File: src/rtl/spi_reg_target_pkg.sv
// Shared state encoding and command-byte layout for the SPI register target.
package spi_reg_target_pkg;

  typedef enum logic [1:0] {
    ST_IDLE  = 2'd0,
    ST_CMD   = 2'd1,
    ST_WDATA = 2'd2,
    ST_RDATA = 2'd3
  } state_t;

  localparam int CMD_RW_BIT = 7;
  localparam int DEF_ADDR_W = 7;

endpackage

File: src/rtl/spi_sync_edge.sv
// Multi-flop synchroniser with one-cycle rise/fall pulses; latency STAGES clk to level.
// No backpressure; edge pulses are suppressed until the chain holds real samples after reset.
module spi_sync_edge #(
  parameter int   STAGES  = 2,
  parameter logic RST_VAL = 1'b0
) (
  input  logic clk,
  input  logic reset,
  input  logic din,
  output logic level,
  output logic rise,
  output logic fall
);

  logic [STAGES-1:0] sync_q;
  logic              prev_q;
  logic [STAGES:0]   fill_q;

  always_ff @(posedge clk or negedge reset) begin
    if (!reset) begin
      sync_q <= {STAGES{RST_VAL}};
      prev_q <= RST_VAL;
      fill_q <= '0;
    end else begin
      sync_q <= {sync_q[STAGES-2:0], din};
      prev_q <= sync_q[STAGES-1];
      fill_q <= {fill_q[STAGES-1:0], 1'b1};
    end
  end

  // A pin already low when reset releases must not look like a fresh edge.
  assign level = sync_q[STAGES-1];
  assign rise  = fill_q[STAGES] & level & ~prev_q;
  assign fall  = fill_q[STAGES] & ~level & prev_q;

endmodule

File: src/rtl/spi_reg_target.sv
// SPI mode-0 target decoding command/data bytes into single-cycle register strobes.
// Strobes follow the completing sck edge by SYNC_STAGES+1 clk; no backpressure, host paces.
module spi_reg_target
  import spi_reg_target_pkg::*;
#(
  parameter int ADDR_W      = DEF_ADDR_W,
  parameter int SYNC_STAGES = 2
) (
  input  logic              clk,
  input  logic              reset,
  input  logic              sck,
  input  logic              cs_n,
  input  logic              mosi,
  output logic              miso,
  output logic              miso_oe,
  output logic [ADDR_W-1:0] reg_addr,
  output logic [7:0]        reg_wdata,
  output logic              reg_we,
  output logic              reg_re,
  input  logic [7:0]        reg_rdata,
  output logic              busy,
  output logic              frame_err
);

  logic sck_lvl_unused, sck_rise, sck_fall;
  logic cs_s, cs_rise, cs_fall;
  logic [SYNC_STAGES-1:0] mosi_q;

  spi_sync_edge #(.STAGES(SYNC_STAGES), .RST_VAL(1'b0)) u_sck_sync (
    .clk   (clk),
    .reset (reset),
    .din   (sck),
    .level (sck_lvl_unused),
    .rise  (sck_rise),
    .fall  (sck_fall)
  );

  spi_sync_edge #(.STAGES(SYNC_STAGES), .RST_VAL(1'b1)) u_cs_sync (
    .clk   (clk),
    .reset (reset),
    .din   (cs_n),
    .level (cs_s),
    .rise  (cs_rise),
    .fall  (cs_fall)
  );

  always_ff @(posedge clk or negedge reset) begin
    if (!reset) mosi_q <= '0;
    else        mosi_q <= {mosi_q[SYNC_STAGES-2:0], mosi};
  end

  state_t      state;
  logic [2:0]  bit_cnt;
  logic [7:0]  rx_sh, tx_sh;
  logic        miso_q, we_inc, rd_inc, rd_load;
  logic        active, bit_rise, byte_done, partial;
  logic [7:0]  rx_byte;

  always_comb begin
    active    = (state != ST_IDLE);
    bit_rise  = active & sck_rise;
    byte_done = bit_rise & (bit_cnt == 3'd7);
    rx_byte   = {rx_sh[6:0], mosi_q[SYNC_STAGES-1]};
    partial   = bit_rise ? (bit_cnt != 3'd7) : (bit_cnt != 3'd0);
  end

  always_ff @(posedge clk or negedge reset) begin
    if (!reset) begin
      state     <= ST_IDLE;
      bit_cnt   <= '0;
      rx_sh     <= '0;
      tx_sh     <= '0;
      miso_q    <= 1'b0;
      we_inc    <= 1'b0;
      rd_inc    <= 1'b0;
      rd_load   <= 1'b0;
      reg_addr  <= '0;
      reg_wdata <= '0;
      reg_we    <= 1'b0;
      reg_re    <= 1'b0;
      frame_err <= 1'b0;
    end else begin
      reg_we    <= 1'b0;
      reg_re    <= 1'b0;
      frame_err <= 1'b0;
      we_inc    <= 1'b0;
      rd_inc    <= 1'b0;
      rd_load   <= reg_re;

      if (we_inc) reg_addr <= reg_addr + ADDR_W'(1);
      if (rd_inc) reg_re <= 1'b1;

      // Read data lands one cycle after reg_re, ahead of the next sck fall.
      if (rd_load) begin
        tx_sh <= reg_rdata;
      end else if (active && sck_fall) begin
        miso_q <= tx_sh[7];
        tx_sh  <= {tx_sh[6:0], 1'b0};
      end

      if (bit_rise) begin
        rx_sh   <= rx_byte;
        bit_cnt <= bit_cnt + 3'd1;
      end

      if (byte_done) begin
        case (state)
          ST_CMD: begin
            reg_addr <= ADDR_W'(rx_byte[6:0]);
            if (rx_byte[CMD_RW_BIT]) begin
              reg_re <= 1'b1;
              state  <= ST_RDATA;
            end else begin
              state  <= ST_WDATA;
            end
          end
          ST_WDATA: begin
            reg_we    <= 1'b1;
            reg_wdata <= rx_byte;
            we_inc    <= 1'b1;
          end
          ST_RDATA: begin
            reg_addr <= reg_addr + ADDR_W'(1);
            rd_inc   <= 1'b1;
          end
          default: state <= ST_IDLE;
        endcase
      end

      // Framing overrides the byte-level state change but never the strobes above.
      if (cs_fall) begin
        state   <= ST_CMD;
        bit_cnt <= '0;
        rx_sh   <= '0;
        tx_sh   <= '0;
        miso_q  <= 1'b0;
      end else if (cs_rise) begin
        state   <= ST_IDLE;
        bit_cnt <= '0;
        miso_q  <= 1'b0;
        if (active && partial) frame_err <= 1'b1;
      end
    end
  end

  assign busy    = (state != ST_IDLE);
  assign miso_oe = ~cs_s;
  assign miso    = miso_oe & miso_q;

endmodule

File: config.mk
export PLATFORM = sky130hd
export DESIGN_NAME = spi_reg_target
export DESIGN_NICKNAME = d
export VERILOG_FILES = /design/src/rtl/spi_reg_target_pkg.sv /design/src/rtl/spi_sync_edge.sv /design/src/rtl/spi_reg_target.sv
export SDC_FILE = /design/constraint.sdc
export NUM_CORES = 1
export LEC_CHECK = 0
export CORE_UTILIZATION = 48
export CTS_CLUSTER_SIZE = 24
export DETAILED_ROUTE_END_ITERATION = 8
export GPL_ROUTABILITY_DRIVEN = 1
export PLACE_DENSITY = 0.8
export SLEW_MARGIN = 20
export SYNTH_ARGS = -nofsm -noshare
export SYNTH_HDL_FRONTEND = slang
export SYNTH_HIERARCHICAL = 1
export SYNTH_SLANG_ARGS = --single-unit
File: constraint.sdc
create_clock -name clk -period 2 [get_ports clk]
set_clock_uncertainty 0.2 [all_clocks]
set_input_delay 0.3 -clock clk [delete_from_list [all_inputs] [get_ports clk]]
set_output_delay 0.3 -clock clk [all_outputs]
set_load 0.005 [all_outputs]
==> metrics.md <==
| Metric | Value |
|---|---|
| Post-Synth XOR/XNOR Area | 0.01468 |
| Comb pwr share | 0.073 |
| Root buf cell | clkbuf_8 |
| Synth top area share | 0.5454 |
| Footprint of the multi-input gates | 942.2 um^2 |
| Mapped Area | 2386 um^2 |
| Sw Share | 0.2102 |
| Top_reg_cell synth | dfrtp_1 |
| Post-route ant nets | 0 |
| Nets@finish | 268 |
| Post-synth top cells | dfrtp_1, nand2_1, nor2_1 |
| Standard-cell row count | 25 |
| Antenna cells | 0 |
| Start point of the critical path | state[1]$_DFFE_PN0P_ |
| Pwr/cell area | 686.2 nW/um^2 |
| Num CTS Buffers | 5 |
| Pint | 1.621 mW |
| Synth Area in Compound Gates | 0.07027 |
| Register area | 1383 um^2 |
| Post-synthesis cell type count | 46 |
| Final Hold Fails | 0 |
| Worst EP arrival | 1.43 ns |
| Filler Cell Count | 384 |
| Fmax | 0.5172 GHz |
| Vias in the first global route | 1,568 |
| Initial DRC Count | 244 |
| Largest net degree at the start of global routing | 56 |
| Area share of fa/ha/maj cells after synthesis | 0.02098 |
| Max Root-Sink Buffers | 2 |
| Reg2Reg Launch Point | bit_cnt[1]$_DFFE_PN0P_ |
| Fin. max-slew vios | 0 |
| CP Data Required Time | 1.50 ns |
| Post-Layout Cell Count | 319 |
| HP Start | mosi_q[0]$_DFF_PN0_ |
| Die height | 72.51 um |
| # H-tree levels | 2 |
| DRT Pass-1 Iters | 4 |
| Clock Pin Slew Worst Setup and Hold Paths | 0.09 ns |
| Die W | 72.51 um |
| #FFs+latches synth | 55 |
| Global-route total usage across every layer | 0.1852 |
| Total number of vias | 1,618 |
| Sequential fraction of the synthesis area | 0.5784 |
| Area growth, synth to finish | 25.33% |
| Number of flops mapped to enable cells by yosys | 0 |
| Synth Area in Simple Gates | 0.1715 |
| Status | finished clean |
| Overflow after GRT | 0 |
| Setup_tns | 0 ns |
| Clock sinks | 55 |
| Synth warn | 6 |
| Final core occ | 0.6289 |
| DRC violations left | 0 |
| Clk pwr share | 0.361 |
| Async SR Flop Fraction | 1.000 |
| Unrepaired setup endpoints after global routing | false |
| I/O pins | 34 |
| Antenna violations before repair | 0 |
| Starting density of the core | 0.5018 |
| Worst-skew pair later-pin latency | 0.30 ns |
| GP Congestion | 0.9112 |
| Maxcap violations | 0 |
| Top-count cell post-synth | dfrtp_1 |
| Final setup fails | 0 |
| Post-detail-place hpwl | 2.933 mm |
| CP Capture Type | output port |
| Worst setup SP type | flip-flop |
| Critical-path maximum fanout | 3 |
| Lkg Pwr | 1.483 nW |
| Min Clock Period, post-route | 1.933 ns |
| Hold Path Class | flip-flop to flip-flop |
| Main combinational cell family by area after synthesis | simple AND/OR/NAND/NOR gates |
| NetSw | 0.4312 mW |
| Synth area leaders | dfrtp_1, mux2i_1, nand2_1, dfstp_2, mux2_2 |
| Period Utilization, post-route | 0.9667 |
| Crit path kind | flip-flop to output port |
| Die area | 5257 um^2 |
| Routed wire length | 4.286 mm |
| CTS tree | done |
| Syn avg cell area | 11.58 um^2 |
| Max VDD drop | 0.5481 mV |
| Port Buffer Count | 33 |
| Vias per cell | 5.072 |
| Sequential share of power | 0.566 |
| Design Power | 2.052 mW |
| Mux cell area share after synthesis | 0.1085 |
| WL/cell | 13.44 um |
| Cells after DPL | 307 |
| Core ar. | 4755 um^2 |
| First-pass GRT wire length | 7.307 mm |
| Layout cells sized above 1 | 0.1706 |
| Dominant cell type by area after synthesis | dfrtp_1 |
| Gate Count Post-Synth | 206 |
| Syn Nets | 223 |
final timing paths:
path / end / slack, ns / cells after the start
setup / recovery: busy / 0.07 / 2
max in group asynchronous: u_cs_sync/sync_q[1]$_DFF_PN1_ / 1.00 / 3
setup reg to reg: reg_addr[2]$_DFF_PN0_ / 0.12 / 6
hold / removal: mosi_q[1]$_DFF_PN0_ / 0.15 / 0
min in group asynchronous: reg_addr[3]$_DFF_PN0_ / 0.30 / 3
hold reg to reg: mosi_q[1]$_DFF_PN0_ / 0.15 / 0
routing by layer:
| metal | GRT usage | up-vias | part of all wire |
|---|---|---|---|
| met3 | 0.04583 | 4 | 0.046 |
| met1 | 0.2682 | 774 | 0.46 |
| met2 | 0.2773 | 42 | 0.48 |
| met4 | 0.05664 | 0 | 0.011 |
| met5 | 0 | - | 0 |
| li1 | - | 798 | - |
state kept, by name, indices dropped and copies added (netlist names), 2 cells and up:
| name | cells |
|---|---|
| reg_wdata | 8 |
| tx_sh | 8 |
| reg_addr | 7 |
| rx_sh | 7 |
| bit_cnt | 3 |
| u_cs_sync/fill_q | 3 |
| u_sck_sync/fill_q | 3 |
| mosi_q | 2 |
| state | 2 |
| u_cs_sync/sync_q | 2 |
| u_sck_sync/sync_q | 2 |
worst max-delay path, cell delays in order, from the launching register on:
cell             delay, ns
dfrtp_2               0.44
or2_1                 0.25
clkdlybuf4s50_1       0.45
area by class of cell:
cell class	count	share of cell area
multi-input combinational	136	0.3151
inverter	7	0.008787
clock buffer	6	0.02762
sequential	55	0.4623
timing repair buffer	46	0.1464
tap	67	0.02803
clock inverter	2	0.01172
per-stage QoR:
stage	area [um^2]	setup WS, ns	hold WS [ns]
2_1_floorplan	2386	0.1830	-0.1956
3_3_place_gp	2824	0.1827	0.1137
3_5_place_dp	2824	0.1067	0.1171
4_1_cts	2962	0.001743	0.1564
5_1_grt	2990	0.0003413	0.1602
6_report	2990	0.06656	0.1533
layout by cell type (no fill, tap or decap), drive strengths merged, types with 2 or more instances in the layout:
cell           netlist  final
a21oi                5      5
and3                 4      4
and3b                4      4
buf                  5     13
clkbuf               3      6
clkdlybuf4s50        0     32
clkinv               1      2
conb                 2      2
dfrtp               52     52
dfstp                3      3
ha                   4      4
inv                  6      6
mux2                 7      7
mux2i               18     18
nand2               28     28
nand2b               2      2
nand3                5      5
nand4                3      3
nor2                21     21
nor3                 5      5
nor3b                2      2
o21ai                4      4
o22ai                3      3
xnor2                3      3
cell families (layout without fill, tap and decap cells):
kind of cell,Yosys count,count (layout)
compound gates,22,22
xor+xnor,4,4
fa+ha+maj,4,4
buf+inv,15,61
flops,55,55
mux,25,25
other cells,2,2
simple gates,79,79
what timing repair did:
| action | 4_1_cts | 5_1_grt |
|---|---|---|
| gates resized for setup | 2 | 3 |
| endpoints found under the hold margin | 52 | 0 |
| setup endpoints to repair | 1 | 5 |
| setup buffers | 1 | 2 |
| hold buffers | 1 | 0 |
power groups by stage:
stage               clock network, mW  logic (mW)  registers [mW]
finish                          0.740       0.150            1.16
global route                    0.811       0.166            1.17
CTS                             0.759       0.152            1.16
detailed placement                  0       0.139            1.19
global placement                    0       0.133            1.19
floorplan                           0      0.0631            1.18
Power figures use the tool's default switching activity.
